$ cat src/rtl/led_pattern_sequencer_if.sv
// Avalon-MM bundle for the LED pattern sequencer: s0 configuration slave and m0 write master.
// The slave modport is the sequencer's view; the master modport is the host/LED-block view.
interface led_pattern_sequencer_if;
  logic [3:0]  avs_s0_address;
  logic        avs_s0_read;
  logic        avs_s0_write;
  logic [31:0] avs_s0_readdata;
  logic [31:0] avs_s0_writedata;
  logic        avm_m0_address;
  logic        avm_m0_write;
  logic [31:0] avm_m0_writedata;
  logic        avm_m0_waitrequest;

  modport slave (
    input  avs_s0_address, avs_s0_read, avs_s0_write, avs_s0_writedata,
    output avs_s0_readdata,
    output avm_m0_address, avm_m0_write, avm_m0_writedata,
    input  avm_m0_waitrequest
  );

  modport master (
    output avs_s0_address, avs_s0_read, avs_s0_write, avs_s0_writedata,
    input  avs_s0_readdata,
    input  avm_m0_address, avm_m0_write, avm_m0_writedata,
    output avm_m0_waitrequest
  );
endinterface

$ cat src/rtl/led_pattern_sequencer.sv
// Autonomous LED sequencer: writes PAT[0..LENGTH-1] to the LED data register every PERIOD+1 cycles.
// Define LED_SEQ_IRQ_EN to add CTRL.IEN (bit2) and the registered level irq output.
module led_pattern_sequencer #(
  parameter int NUM_PATTERNS = 8,
  parameter int CNT_W        = 32
) (
  input  logic clk,
  input  logic reset_n,
`ifdef LED_SEQ_IRQ_EN
  output logic irq,
`endif
  led_pattern_sequencer_if.slave bus
);
  localparam int IW = $clog2(NUM_PATTERNS);

  typedef enum logic [1:0] {IDLE, WRITE, WAIT} state_t;

  state_t           state_q, state_d;
  logic             run_q, loop_q;
  logic             done_q, done_d;
  logic [CNT_W-1:0] period_q, cnt_q, cnt_d, cnt_load;
  logic [3:0]       len_q, eff_len;
  logic [7:0]       pat_q [NUM_PATTERNS];
  logic [IW-1:0]    idx_q, idx_d, idx_nxt;
  logic             wr_q, wr_d;
  logic [7:0]       wdata_q, wdata_d;
  logic             seq_start, seq_done, run_now, last;
  logic             ctrl_wr, status_wr, period_wr, len_wr, pat_sel, pat_wr;
  logic [31:0]      rdata;
`ifdef LED_SEQ_IRQ_EN
  logic             ien_q, ien_d;
`endif

  assign ctrl_wr   = bus.avs_s0_write && (bus.avs_s0_address == 4'd0);
  assign status_wr = bus.avs_s0_write && (bus.avs_s0_address == 4'd1);
  assign period_wr = bus.avs_s0_write && (bus.avs_s0_address == 4'd2);
  assign len_wr    = bus.avs_s0_write && (bus.avs_s0_address == 4'd3);
  assign pat_sel   = bus.avs_s0_address[3] && (int'(bus.avs_s0_address[2:0]) < NUM_PATTERNS);
  assign pat_wr    = bus.avs_s0_write && pat_sel;

  // A CTRL write in the current cycle is honoured immediately so a stop in WAIT lands next cycle.
  assign run_now  = ctrl_wr ? bus.avs_s0_writedata[0] : run_q;
  assign cnt_load = (period_q == '0) ? '0 : period_q - CNT_W'(1);

  always_comb begin
    eff_len = len_q;
    if (len_q == 4'd0)                         eff_len = 4'd1;
    else if (int'(len_q) > NUM_PATTERNS)       eff_len = 4'(NUM_PATTERNS);
  end

  assign last    = (4'(idx_q) >= eff_len - 4'd1);
  assign idx_nxt = last ? '0 : idx_q + IW'(1);

  always_comb begin
    state_d   = state_q;
    idx_d     = idx_q;
    cnt_d     = cnt_q;
    wr_d      = wr_q;
    wdata_d   = wdata_q;
    seq_start = 1'b0;
    seq_done  = 1'b0;
    case (state_q)
      IDLE: begin
        if (run_q) begin
          seq_start = 1'b1;
          idx_d     = '0;
          wr_d      = 1'b1;
          wdata_d   = pat_q[0];
          state_d   = WRITE;
        end
      end
      WRITE: begin
        // The transfer always completes; a stop request only redirects where we go after it.
        if (!bus.avm_m0_waitrequest) begin
          wr_d    = 1'b0;
          cnt_d   = cnt_load;
          state_d = run_now ? WAIT : IDLE;
        end
      end
      WAIT: begin
        if (!run_now) begin
          state_d = IDLE;
        end else if (cnt_q != '0) begin
          cnt_d = cnt_q - CNT_W'(1);
        end else if (!last || loop_q) begin
          idx_d   = idx_nxt;
          wr_d    = 1'b1;
          wdata_d = pat_q[idx_nxt];
          state_d = WRITE;
        end else begin
          seq_done = 1'b1;
          state_d  = IDLE;
        end
      end
      default: state_d = IDLE;
    endcase
  end

  // DONE set by the sequencer beats a same-cycle software clear.
  always_comb begin
    done_d = done_q;
    if ((status_wr && bus.avs_s0_writedata[1]) || seq_start) done_d = 1'b0;
    if (seq_done) done_d = 1'b1;
  end

  always_ff @(posedge clk) begin
    if (!reset_n) begin
      state_q <= IDLE;
      idx_q   <= '0;
      cnt_q   <= '0;
      wr_q    <= 1'b0;
      wdata_q <= '0;
      done_q  <= 1'b0;
    end else begin
      state_q <= state_d;
      idx_q   <= idx_d;
      cnt_q   <= cnt_d;
      wr_q    <= wr_d;
      wdata_q <= wdata_d;
      done_q  <= done_d;
    end
  end

  always_ff @(posedge clk) begin
    if (!reset_n) begin
      run_q    <= 1'b0;
      loop_q   <= 1'b0;
      period_q <= '0;
      len_q    <= 4'd1;
      for (int i = 0; i < NUM_PATTERNS; i++) pat_q[i] <= '0;
    end else begin
      if (ctrl_wr) begin
        run_q  <= bus.avs_s0_writedata[0];
        loop_q <= bus.avs_s0_writedata[1];
      end
      if (seq_done)  run_q    <= 1'b0;
      if (period_wr) period_q <= bus.avs_s0_writedata[CNT_W-1:0];
      if (len_wr)    len_q    <= bus.avs_s0_writedata[3:0];
      if (pat_wr)    pat_q[bus.avs_s0_address[IW-1:0]] <= bus.avs_s0_writedata[7:0];
    end
  end

`ifdef LED_SEQ_IRQ_EN
  assign ien_d = ctrl_wr ? bus.avs_s0_writedata[2] : ien_q;

  // irq tracks the next DONE/IEN so a W1C drops it on the same edge that clears DONE.
  always_ff @(posedge clk) begin
    if (!reset_n) begin
      ien_q <= 1'b0;
      irq   <= 1'b0;
    end else begin
      ien_q <= ien_d;
      irq   <= done_d & ien_d;
    end
  end
`endif

  always_comb begin
    rdata = '0;
    if (bus.avs_s0_read) begin
      case (bus.avs_s0_address)
        4'd0: begin
          rdata[0] = run_q;
          rdata[1] = loop_q;
`ifdef LED_SEQ_IRQ_EN
          rdata[2] = ien_q;
`endif
        end
        4'd1: begin
          rdata[0]   = (state_q != IDLE);
          rdata[1]   = done_q;
          rdata[6:4] = 3'(idx_q);
        end
        4'd2:    rdata[CNT_W-1:0] = period_q;
        4'd3:    rdata[3:0]       = len_q;
        default: if (pat_sel) rdata[7:0] = pat_q[bus.avs_s0_address[IW-1:0]];
      endcase
    end
  end

  assign bus.avs_s0_readdata  = rdata;
  assign bus.avm_m0_address   = 1'b0;
  assign bus.avm_m0_write     = wr_q;
  assign bus.avm_m0_writedata = {24'b0, wdata_q};
endmodule

$ cat src/flat_wrapper.sv
// flat-port wrapper written by rule: the top's interface ports become plain ports
module led_pattern_sequencer_flat 
#(
  parameter int NUM_PATTERNS = 8,
  parameter int CNT_W        = 32
)
  (clk, reset_n, bus_avs_s0_address, bus_avs_s0_read, bus_avs_s0_write, bus_avs_s0_writedata, bus_avs_s0_readdata, bus_avm_m0_address, bus_avm_m0_write, bus_avm_m0_writedata, bus_avm_m0_waitrequest);
  led_pattern_sequencer_if bus_i ();
  input  logic clk;
  input  logic reset_n;
  input wire logic [$bits(bus_i.avs_s0_address)-1:0] bus_avs_s0_address;
  input wire logic [$bits(bus_i.avs_s0_read)-1:0] bus_avs_s0_read;
  input wire logic [$bits(bus_i.avs_s0_write)-1:0] bus_avs_s0_write;
  input wire logic [$bits(bus_i.avs_s0_writedata)-1:0] bus_avs_s0_writedata;
  output wire logic [$bits(bus_i.avs_s0_readdata)-1:0] bus_avs_s0_readdata;
  output wire logic [$bits(bus_i.avm_m0_address)-1:0] bus_avm_m0_address;
  output wire logic [$bits(bus_i.avm_m0_write)-1:0] bus_avm_m0_write;
  output wire logic [$bits(bus_i.avm_m0_writedata)-1:0] bus_avm_m0_writedata;
  input wire logic [$bits(bus_i.avm_m0_waitrequest)-1:0] bus_avm_m0_waitrequest;
  assign bus_i.avs_s0_address = bus_avs_s0_address;
  assign bus_i.avs_s0_read = bus_avs_s0_read;
  assign bus_i.avs_s0_write = bus_avs_s0_write;
  assign bus_i.avs_s0_writedata = bus_avs_s0_writedata;
  assign bus_avs_s0_readdata = bus_i.avs_s0_readdata;
  assign bus_avm_m0_address = bus_i.avm_m0_address;
  assign bus_avm_m0_write = bus_i.avm_m0_write;
  assign bus_avm_m0_writedata = bus_i.avm_m0_writedata;
  assign bus_i.avm_m0_waitrequest = bus_avm_m0_waitrequest;
  led_pattern_sequencer #(.NUM_PATTERNS(NUM_PATTERNS), .CNT_W(CNT_W)) u_core (.clk(clk), .reset_n(reset_n), .bus(bus_i));
endmodule
$ cat config.mk
export PLATFORM = sky130hd
export DESIGN_NAME = led_pattern_sequencer_flat
export DESIGN_NICKNAME = d
export VERILOG_FILES = /design/src/rtl/led_pattern_sequencer_if.sv /design/src/rtl/led_pattern_sequencer.sv /design/src/flat_wrapper.sv
export SDC_FILE = /design/constraint.sdc
export NUM_CORES = 1
export LEC_CHECK = 0
export ABC_AREA = 0
export BUFFER_PORTS_ARGS = -buffer_cell sky130_fd_sc_hd__buf_2
export CAP_MARGIN = 0
export CORE_UTILIZATION = 59
export CTS_CLUSTER_SIZE = 30
export DETAILED_ROUTE_END_ITERATION = 6
export MAX_ROUTING_LAYER = met4
export PLACE_DENSITY = 0.79
export SETUP_SLACK_MARGIN = 0.2
export SLEW_MARGIN = 25
export SYNTH_ARGS = -nofsm -noshare
export SYNTH_HDL_FRONTEND = slang
export SYNTH_SLANG_ARGS = --single-unit
$ cat constraint.sdc
create_clock -name clk -period 3.2 [get_ports clk]
set_input_delay 0.16 -clock clk [delete_from_list [all_inputs] [get_ports clk]]
set_output_delay 0.16 -clock clk [all_outputs]
set_load 0.1 [all_outputs]
# Word-level counts from Yosys, hierarchy flattened
# Memories as Yosys holds them, arrays and structs flattened.
# Index checks and enable logic that the tools add are counted.
# totals
ff_bits	85
mem_bits_rw	64
out_inout_bits	66
elab_cells	112
n_memories	1
# memory_table
memory	depth	width	read_ports	rd_ports_with_merged_regs	wr	line_no	source
u_core.pat_q	8	8	3	0	8	led_pattern_sequencer.sv:23	logic [7:0] pat_q [NUM_PATTERNS];
# classes
addsub	4
n_lt_le_gt_ge	2
n_eq_ne	12
n_mux	54
n_bitwise	1
reduce_logical	28
# op_table
cell	n
$mux W32	5
$pmux W32 S2	1
$sub A32 B1 Y32 const B	2
$mux W8	6
$logic_not A32 Y1	1
$reduce_bool A32 Y1	1
$mux W24	1
$mux W1	20
$mux W3	6
$pmux W8 S2	1
$pmux W2 S3	2
$mux W2	5
$pmux W3 S3	1
$eq A4 B2 Y1 const B	2
$logic_not A4 Y1	2
$mux W4	2
$ne A2 B1 Y1 const B	4
$pmux W2 S4	1
$reduce_bool A2 Y1	4
$reduce_or A8 Y1	1
$logic_and A1 B1 Y1	6
$pmux W3 S2	1
$reduce_and A6 Y1	1
$reduce_or A2 Y1	3
other kinds (20)	22

# Logic depth before layout (Yosys ltp)
# Gate-level depths: netlist (run 1).
# logic_depth
word_depth	12
mapped_depth	13
mapped_depth_nobuf	12

# Worst setup path before layout (run 1)
# Ideal clock, no wire load.
# synth_timing
kind	in2out
startpoint	input port bus_avs_s0_address[1]
endpoint	output port bus_avs_s0_readdata[7]
arrival_time_ns	2.671
required_time_ns	3.040
path_slack_ns	0.369
stages	6
cell_sequence	clkbuf_1 -> buf_1 -> nand2b_1 -> nor4b_1 -> a21oi_1 -> nor2b_1
# synth_via
elab_chain_len	4
word_cells_on_any_way	9
# synth_rtl
item	line_no	source
start: declaration	flat_wrapper.sv:11	input wire logic [$bits(bus_i.avs_s0_address)-1:0] bus_avs_s0_address;
$mem_v2 Z8 W8, or another cell as far along	--	
$mux W8 / $reduce_or A3 Y1 (equally long branches)	--	
$pmux W1 S2 *	led_pattern_sequencer.sv:161	case (bus.avs_s0_address)
$mux W32 *	led_pattern_sequencer.sv:160	if (bus.avs_s0_read) begin
end: declaration	flat_wrapper.sv:15	output wire logic [$bits(bus_i.avs_s0_readdata)-1:0] bus_avs_s0_readdata;
# Every way passes the cells marked *; elsewhere a longest branch is shown, timed or not.

# Worst setup path after layout (run 1)
# layout_timing
startpoint	register u_core.len_q[1]
endpoint	register u_core.wdata_q[0]
# layout_via
elab_chain_len	11
word_cells_on_any_way	16
# layout_rtl
item	line_no	source
start: declaration	led_pattern_sequencer.sv:22	logic [3:0] len_q, eff_len;
start signal: assignment	led_pattern_sequencer.sv:138	if (len_wr) len_q <= bus.avs_s0_writedata[3:0];
$gt A4 B4 Y1	led_pattern_sequencer.sv:48	else if (int'(len_q) > NUM_PATTERNS) eff_len = 4'(NUM_PATTERNS);
$mux W4	led_pattern_sequencer.sv:48	
$mux W4 *	led_pattern_sequencer.sv:47	if (len_q == 4'd0) eff_len = 4'd1;
$sub A4 B1 Y4 *	led_pattern_sequencer.sv:51	assign last = (4'(idx_q) >= eff_len - 4'd1);
$ge A3 B4 Y1 *	led_pattern_sequencer.sv:51	
$mux W3	led_pattern_sequencer.sv:52	assign idx_nxt = last ? '0 : idx_q + IW'(1);
$mem_v2 Z8 W8	--	
$mux W8	led_pattern_sequencer.sv:85	end else if (!last || loop_q) begin
$mux W8	led_pattern_sequencer.sv:83	end else if (cnt_q != '0) begin
$mux W8	led_pattern_sequencer.sv:81	if (!run_now) begin
$pmux W8 S2	led_pattern_sequencer.sv:62	case (state_q)
end signal: assignment	led_pattern_sequencer.sv:119	wdata_q <= wdata_d;
end: declaration	led_pattern_sequencer.sv:26	logic [7:0] wdata_q, wdata_d;
# Every way passes the cells marked *; elsewhere a longest branch is shown, timed or not. The select of a mux whose other input is x is not followed.
# A chain may end at the register's enable or synchronous reset.

==> impl_results.md, run 1 <==
- RSZ-0062 raised after global routing: no
- Clock share of power: 0.422
- Startpoint types: register
- Actual slew at the worst max-slew pin: 851.1 ps
- Fill cells: 1127
- First-pass GRT wire length: 39390 um
- Die Span Y: 124.1 um
- Drt wl/cell: 20.27 um
- VDD IR max: 0.0004096 V
- Total negative slack: 0 ps
- WHS Endpoint: u_core.state_q[0]
- DIE AREA: 15390 um^2
- Syn Area/Cell: 9.080 um^2
- Core Box Area: 14530 um^2
- Sequential share of power: 0.427
- Total gr overflow: 0
- Area Overhead vs Synth: 15.70%
- Post-Route Skew: 8.313 ps
- CTS sink cnt: 149
- Largest net degree at the start of global routing: 60
- EDFF count, synth: 64
- Worst slack, placed: 352.8 ps
- Synth async-reset ratio: 0
- Synth Cell Area: 8790 um^2
- Gate power share: 0.151
- Crit path kind: reg2reg
- GRT Util Overall: 0.3528
- Period utilisation layout: 0.8852
- Post-synthesis register bit count: between 100 and 150
- Cts bufs inserted: 17
- Count of cell types in the netlist: 74
- Top-area cell type share of the netlist area: 0.2186
- Total Nets Final: 1113
- H-tree Lvls: 4
- Worst-Skew Late Latency: 440 ps
- Setup Viol. Count Final: 0
- HPWL after DPL: around 18000 um
- PD cells: 480.0 nW/um^2
- Slew headroom: 0.4326
- Antenna cell count: 0
- First drt pass iteration count: 5
- Synth warn: 0
- Clock Root Buffer: clkbuf_16
- Antenna violations before repair: 0
- Max clock buf depth: 2
- Final core utilization: 0.6997
- Initial Utilization: 0.6048
- Reg clk slew, reported paths: around 60 ps
- CTS tree: done
- Post-Synthesis Cells: 968
- Register Area: 3623 um^2
- Routed WL: about 26000 um
- Die width: around 120 um
- R2R Path End: u_core.wdata_q[0]
- DR iter-0 viols: 1120
- Post-synthesis sequential area ratio: 0.4122
- Final worst path period need: 2833 ps
- Fmax: between 300 and 400 MHz
- Vias/cell: about 6.4
- Run status: finished clean
- RD Place Congestion: 0.9253
- Row count: 44
- Number of max-cap violations: 0
- Multi-input gate area in the final layout: 4791 um^2
- Hold depth: 3
- Reg2Reg Depth: 11
- Synth Flop Type: dfxtp_1
- Detail Route Antenna Nets: 0
- Buffers on Ports: slightly above 80
- IO Pins: 107
- Main area contributors after synthesis: edfxtp_1 (22%), dfxtp_1 (19%), and2_1 (7.0%)
- Worst Path Max Fanout: 8
- Final worst setup slack: 367.2 ps
- DRC Markers: 0
- Vias: 8058
- CP Data Arrival Time: 3190 ps
- Share of cells above drive strength 1: 0.1892
- CP endpoint kind: register
- Final hold violation count: 0
- Sw frac: 0.2933
- Setup slack, reg-to-reg: roughly 370 ps
- Vias in the first global route: 7267
- RR Startpoint: u_core.len_q[1]
- Slew Limit Fails: 0
- Post-synth top area cell: edfxtp_1
- Internal power: 3.450 mW
- HP Class: in2reg
- Min-delay src: bus_avm_m0_waitrequest
- Switching Power: 1.432 mW
- CP required: roughly 3600 ps
- Static Leak: 3.985 nW
## registers in the layout, summed over array words and instances (netlist names), 2 cells and up
| name | flops |
|---|---|
| u_core.wdata_q | 8 |
| u_core.state_q | 2 |
| u_core.idx_q | 3 |
| u_core.len_q | 4 |
| u_core.cnt_q | 32 |
| u_core.period_q | 32 |
| u_core.pat_q | 64 |
## logic make-up (layout without fill, tap and decap cells)
kind of cell / count (synthesis) / count (layout) / synth area share
other: 1 / 25 / 0.0004266
AO/OA/AOI/OAI: 234 / 234 / 0.1654
adder cells (fa/ha/maj): 7 / 7 / 0.009964
AND/OR/NAND/NOR: 416 / 416 / 0.2524
XOR/XNOR: 25 / 25 / 0.02491
flip-flops: 149 / 149 / 0.4122
buffers and inverters: 91 / 177 / 0.05423
multiplexers: 45 / 45 / 0.08043
## cell usage in the layout, fill, tap and decap left out, types with 12 or more instances in the layout
master,instances
nand2_1,114
and2_1,98
dfxtp_1,85
buf_2,81
a21oi_1,77
nor2_1,74
edfxtp_1,64
o21ai_0,61
buf_4,32
conb_1,25
dlygate4sd3_1,24
mux4_2,19
nor4_1,19
nand3_1,18
clkbuf_16,18
nor3_1,17
xor2_1,16
a31oi_1,15
mux2_2,14
nand2b_1,12
a22oi_1,12
## how the worst max path moves through the flow
stage / startpoint / end / slack [ps] / cells past startpoint
6_report: u_core.len_q[1] / u_core.wdata_q[0] / 370 / 11
5_1_grt: u_core.len_q[1] / u_core.wdata_q[6] / 220 / 13
4_1_cts: u_core.period_q[0] / u_core.cnt_q[2] / 350 / 9
3_5_place_dp: u_core.period_q[0] / u_core.cnt_q[6] / 350 / 9
3_3_place_gp: u_core.period_q[0] / u_core.cnt_q[6] / 440 / 9
2_1_floorplan: bus_avs_s0_address[1] / bus_avs_s0_readdata[7] / 370 / 6
## through the flow
stage,instance area [um^2],power (mW),hold slack [ps],cells
after floorplan,8880,2.665,296.0,992
after global placement,9309,2.810,403.1,1206
after detailed placement,9309,2.818,407.9,1206
after CTS,10160,4.880,7.498,1262
after global routing,10170,5.020,43.56,1262
final,10170,4.882,24.16,1262
## routing by layer
| metal | track usage | part of all wire | vias to the layer above |
|---|---|---|---|
| li1 | - | - | 3687 |
| met1 | 0.4717 | 0.41 | 3798 |
| met2 | 0.5290 | 0.47 | 500 |
| met3 | 0.05998 | 0.093 | 73 |
| met4 | 0.1503 | 0.032 | 0 |
| met5 | - | 0 | - |
## cells in the mapped netlist (8+ instances only)
| cell type | count |
|---|---|
| mux4_2 | 19 |
| xor2_1 | 16 |
| a211oi_1 | 8 |
| nand2b_1 | 12 |
| mux2_2 | 14 |
| a22oi_1 | 12 |
| dfxtp_1 | 85 |
| o21ai_0 | 61 |
| nor2_1 | 74 |
| edfxtp_1 | 64 |
| nand2_1 | 114 |
| nor2b_1 | 9 |
| mux2i_1 | 11 |
| nor3_1 | 17 |
| inv_1 | 8 |
| nor4_1 | 19 |
| a31oi_1 | 15 |
| a21oi_1 | 77 |
| and2_1 | 98 |
| clkbuf_1 | 42 |
| nand3_1 | 19 |
| buf_4 | 28 |
| o22ai_1 | 8 |
| xnor2_1 | 9 |
## final cells by class
cell class	count	share of cell area
multi-input combinational	752	0.4711
sequential	149	0.3563
timing repair buffer	137	0.08711
clock buffer	20	0.04700
tap	184	0.02264
clock inverter	12	0.01292
inverter	8	0.002953
## power groups by stage
stage	registers [mW]	logic (mW)	clock network, mW
2_1_floorplan	2.12	0.550	0
3_3_place_gp	2.12	0.692	0
3_5_place_dp	2.12	0.696	0
4_1_cts	2.08	0.722	2.08
5_1_grt	2.09	0.780	2.15
6_report	2.08	0.736	2.06
## worst max-delay path, stage by stage, from the launching register on
cell	delay, ps
dfxtp_1	410
nor2_1	70
o21bai_1	190
ha_1	190
xnor2_1	120
ha_1	260
a21oi_1	170
o21a_1	300
nand3_2	290
a211oi_1	360
o21ai_0	180
a31oi_1	210
## timing repair
item / in CTS / in global routing
hold buffers: 24 / 0
setup endpoints to repair: 0 / 10
gates resized for setup: 0 / 3
endpoints found under the hold margin: 24 / 0
buffers inserted: 0 / 0
Note: power is estimated with default switching activity, not from simulation.
==> run 2: changes to the inputs <==
Settings changed: CORE_UTILIZATION 59 to 61, CTS_BUF_LIST set to sky130_fd_sc_hd__clkbuf_4 sky130_fd_sc_hd__clkbuf_8, PLACE_DENSITY 0.79 to 0.81, SLEW_MARGIN 25 to not set.
==> impl_results.md, run 2 (synthesized netlist as in run 1, its figures left out) <==
- # placed instances: between 1000 and 1500
- HPWL after DPL: 17360 um
- Max clock buf depth: 2
- Total negative slack: 0 ps
- Vias in the first global route: 7484
- Drt wl/cell: 20.15 um
- Post-Route Skew: 12.82 ps
- IO Pins: 107
- Antenna cell count: 0
- R2R Path End: u_core.wdata_q[1]
- Antenna violations before repair: 0
- Run status: finished, violations left
- Vias/cell: 6.472
- RSZ-0062 raised after global routing: no
- Fill cells: 1065
- Slew Limit Fails: 0
- DIE AREA: 14890 um^2
- Share of cells above drive strength 1: 0.1898
- Max reg flops: 64
- PD cells: 431.4 nW/um^2
- First-pass GRT wire length: 39810 um
- Startpoint types: register
- CTS tree: done
- Row count: 43
- Actual slew at the worst max-slew pin: ~840 ps
- Clock Root Buffer: clkbuf_8
- Commonest cells after routing, fill and taps aside: nand2_1 (114), and2_1 (98), dfxtp_1 (85), buf_2 (81), a21oi_1 (77)
- Die width: roughly 120 um
- Hold depth: 3
- Design area: 9957 um^2
- Detail Route Antenna Nets: 0
- Area after detailed placement: a little over 9000 um^2
- Number of max-cap violations: 0
- CP endpoint kind: register
- Worst slack, placed: 299.7 ps
- CP required: 3610 ps
- Worst Path Max Fanout: 8
- Min-delay src: bus_avs_s0_writedata[6]
- DR iter-0 viols: 1232
- Routed WL: 25390 um
- Total power draw: around 4.3 mW
- RD Place Congestion: between 0.9 and 1
- Reg clk slew, reported paths: 90 ps
- Period utilisation layout: 0.8601
- Most common cell after layout, fill and taps aside: nand2_1
- Cts bufs inserted: 17
- RR Startpoint: u_core.len_q[1]
- WHS Endpoint: u_core.period_q[6]
- GRT Util Overall: 0.3654
- Biggest register: u_core.pat_q
- Buffers on Ports: 81
- Area Overhead vs Synth: 13.28%
- Largest net degree at the start of global routing: 37
- DRC Markers: 2
- Final hold violation count: 0
- VDD IR max: 0.0005114 V
- Total Nets Final: roughly 1100
- Die Span Y: approximately 120 um
- Final worst path period need: ~2800 ps
- Biggest regs: u_core.pat_q (64), u_core.cnt_q (32), u_core.period_q (32)
- Reg2Reg Depth: 13
- CTS sink cnt: 149
- Setup Fix Bufs, Post-CTS: 0
- Vias: 8155
- Final std cells w/o fill: 1260
- Static Leak: 3.893 nW
- First drt pass iteration count: 7
- Crit path kind: reg2reg
- Final worst setup slack: 447.7 ps
- Total gr overflow: 0
- Worst-Skew Late Latency: ~480 ps
- HP Class: in2reg
- CP Data Arrival Time: 3160 ps
- Failing checks: design-rule violations
- Setup slack, reg-to-reg: ~450 ps
- H-tree Lvls: 4
- Initial Utilization: 0.6284
- Slew headroom: 0.4423
- Core Box Area: 13990 um^2
- Setup Viol. Count Final: 0
- Fmax: approximately 360 MHz
run 2: per-layer routing:
metal,part of all wire,GRT usage
met2,0.47,0.5424
met1,0.39,0.4864
met3,0.10,0.06835
met4,0.036,0.1613
met5,0,-
run 2: critical path, stage by stage (launching register included):
cell and delay (ps):
dfxtp_1 440, nor2_1 80, o21bai_1 190, ha_1 190, xnor2_1 120, ha_1 260
a21oi_1 180, o21ai_1 190, nor3_1 220, buf_4 210, o221ai_1 120, nor2_1 190
a21oi_1 90, a31oi_1 200
run 2: cell type report:
class,instances,area [um^2],share of cell area
inverter,8,30.03,0.003016
sequential,149,3623,0.3639
tap,180,225.2,0.02262
multi-input combinational,752,4791,0.4812
clock inverter,14,142.6,0.01433
clock buffer,18,241.5,0.02425
timing repair buffer,139,903.4,0.09073
run 2: stage by stage:
stage / hold WS, ps / util
after floorplan: 296.0 / -
after global placement: 405.7 / 0.6657
after detailed placement: 406.9 / 0.6657
after CTS: 9.219 / 0.7110
after global routing: 28.83 / 0.7118
final: 17.05 / 0.7118
run 2: repair_timing:
action / CTS / global route
hold endpoints to repair: 25 / 0
hold buffers: 25 / 0
setup endpoints to repair: 0 / 16
gates resized for setup: 0 / 4
run 2: worst max path at each step:
stage	startpoint	endpoint	slack, ps	cells after the start
2_1_floorplan	bus_avs_s0_address[1]	bus_avs_s0_readdata[7]	370	6
3_3_place_gp	u_core.len_q[1]	u_core.wdata_q[4]	410	12
3_5_place_dp	u_core.len_q[1]	u_core.wdata_q[5]	300	12
4_1_cts	u_core.len_q[1]	u_core.wdata_q[1]	260	12
5_1_grt	u_core.len_q[1]	u_core.wdata_q[1]	230	13
6_report	u_core.len_q[1]	u_core.wdata_q[1]	450	13
run 2: where the power goes:
group          internal [mW]  leakage [nW]  switching (mW)
Clock                  0.649         0.202           0.817
Combinational          0.226          2.40           0.525
Sequential              2.04          1.30          0.0433
==> run 3: changes to the inputs <==
Settings changed: CAP_MARGIN 0 to not set, CORE_UTILIZATION 61 to 35, PLACE_DENSITY 0.81 to 0.51, SLEW_MARGIN set to 20.
==> impl_results.md, run 3 (synthesized netlist as in run 1, its figures left out) <==
- Drt wl/cell: 19.57 um
- Startpoint types: register
- Final worst setup slack: 391.4 ps
- Clock share of power: 0.352
- Vias: 7784
- DR iter-0 viols: 539
- Final worst path period need: 2809 ps
- Biggest regs: u_core.pat_q (64), u_core.cnt_q (32), u_core.period_q (32)
- Buffers on Ports: a little over 80
- DIE AREA: around 26000 um^2
- Slew headroom: 0.4532
- Final hold violation count: 0
- CTS sink cnt: around 150
- Biggest register: u_core.pat_q
- Core Box Area: roughly 24000 um^2
- Total Nets Final: around 1100
- Initial Utilization: 0.3593
- Share of cells above drive strength 1: 0.1934
- CTS tree: done
- RSZ-0062 raised after global routing: no
- CP required: around 3500 ps
- IO Pins: around 110
- Vias/cell: 5.521
- RD Place Congestion: ~0.84
- Antenna violations before repair: 0
- Slew Limit Fails: 0
- Worst-Skew Late Latency: around 450 ps
- Sequential share of power: 0.476
- WHS: 37.67 ps
- Worst Path Max Fanout: 13
- Vias in the first global route: 7303
- Sw frac: 0.3162
- Hold depth: 3
- Most common cell after layout, fill and taps aside: nand2_1
- Fmax: around 360 MHz
- Commonest cells after routing, fill and taps aside: nand2_1 (114), and2_1 (98), dfxtp_1 (85), buf_2 (81), a21oi_1 (77)
- Crit-path cells: inv_1, ha_1, or4b_1, nor2_1, and4_1, a21o_1, buf_4, nor2_1, o21ai_0, a21oi_1
- Run status: finished clean
- Number of max-cap violations: 0
- Crit path kind: reg2reg
- Buffer and inverter count on the worst path: 2
- Cts bufs inserted: 17
- WHS Endpoint: u_core.period_q[5]
- CP endpoint kind: register
- Post-Route Skew: 18.12 ps
- Setup slack, reg-to-reg: 390 ps
- First-pass GRT wire length: 43540 um
- Area Overhead vs Synth: 15.96%
- VDD IR max: 0.0002185 V
- Cell repeated most along the worst path: nor2_1
- Slowest CP cell: or4b_1
- Worst path top cell family by delay: simple AND/OR/NAND/NOR gates
- CP Data Arrival Time: 3140 ps
- First drt pass iteration count: 7
- Antenna cell count: 0
- Reg clk slew, reported paths: 100 ps
- Max reg flops: 64
- HP Class: in2reg
- Reg2Reg Depth: 10
- Die Span Y: about 160 um
- Period utilisation layout: 0.8777
- Detail Route Antenna Nets: 0
- Total negative slack: 0 ps
- PD cells: 428.7 nW/um^2
- HPWL after DPL: 19860 um
- R2R Path End: u_core.cnt_q[15]
- Die width: roughly 160 um
- H-tree Lvls: 4
- Row count: 57
- Min-delay src: bus_avs_s0_writedata[5]
- Static Leak: roughly 3.9 nW
- Internal power: 2.988 mW
- Setup Viol. Count Final: 0
- RR Startpoint: u_core.period_q[0]
- Total gr overflow: 0
- Worst slack, placed: 334.4 ps
- Fill cells: between 2000 and 2500
- Gate power share: 0.172
- Clock Root Buffer: clkbuf_8
- Switching Power: between 1 and 1.5 mW
- Actual slew at the worst max-slew pin: 820.2 ps
- DRC Markers: 0
- Max clock buf depth: 2
- Worst path max stage delay: 570 ps
- Routed WL: around 28000 um
- GRT Util Overall: 0.2260
- Largest net degree at the start of global routing: 34
[run 3: power by group through the flow]
stage,Sequential (mW),Clock [mW],Combinational [mW]
after global placement,2.13,0,0.729
after floorplan,2.12,0,0.550
after CTS,2.08,1.57,0.754
after global routing,2.09,1.65,0.806
after detailed placement,2.13,0,0.727
final,2.08,1.54,0.753
[run 3: layout make-up]
| type | instances | area (um^2) | area share |
|---|---|---|---|
| clock buffer | 19 | 249.0 | 0.02443 |
| inverter | 8 | 30.03 | 0.002946 |
| multi-input combinational | 752 | 4790 | 0.4699 |
| sequential | 149 | 3623 | 0.3555 |
| tap | 324 | 405.4 | 0.03977 |
| clock inverter | 13 | 146.4 | 0.01436 |
| timing repair buffer | 145 | 948.4 | 0.09305 |
[run 3: worst max-delay path by stage]
stage | startpoint | to | slack, ps | depth (start not counted)
3_5_place_dp | u_core.len_q[1] | u_core.wdata_q[4] | 330 | 12
6_report | u_core.period_q[0] | u_core.cnt_q[15] | 390 | 10
2_1_floorplan | bus_avs_s0_address[1] | bus_avs_s0_readdata[7] | 370 | 6
4_1_cts | u_core.len_q[1] | u_core.wdata_q[0] | 350 | 12
3_3_place_gp | u_core.period_q[0] | u_core.cnt_q[15] | 390 | 10
5_1_grt | u_core.len_q[2] | u_core.wdata_q[6] | 210 | 12
[run 3: timing repair]
item / 4_1_cts / 5_1_grt
resized for setup: 0 / 3
hold buffers: 25 / 0
endpoints found under the hold margin: 25 / 0
setup buffers: 0 / 0
setup endpoints to repair: 0 / 7
[run 3: routing by layer]
metal	part of all wire	up-vias	track usage
met3	0.052	15	0.02841
li1	-	3692	-
met5	0	-	-
met1	0.48	3832	0.3278
met2	0.45	245	0.3329
met4	0.011	0	0.05195
[run 3: stage by stage]
| stage | total power, mW | instances | instance area [um^2] | utilization |
|---|---|---|---|---|
| 2_1_floorplan | 2.665 | 992 | 8880 | - |
| 6_report | 4.370 | 1410 | 10190 | 0.4167 |
| 3_3_place_gp | 2.855 | 1353 | 9537 | 0.3899 |
| 4_1_cts | 4.402 | 1410 | 10180 | 0.4162 |
| 3_5_place_dp | 2.852 | 1353 | 9537 | 0.3899 |
| 5_1_grt | 4.548 | 1410 | 10190 | 0.4167 |
[run 3: worst min-delay path: cells and delay by family]
kind	cells	cell delay, ps
buffers and inverters	1	160
and+or+nand+nor	1	70
AOI/OAI and AO/OA	1	50
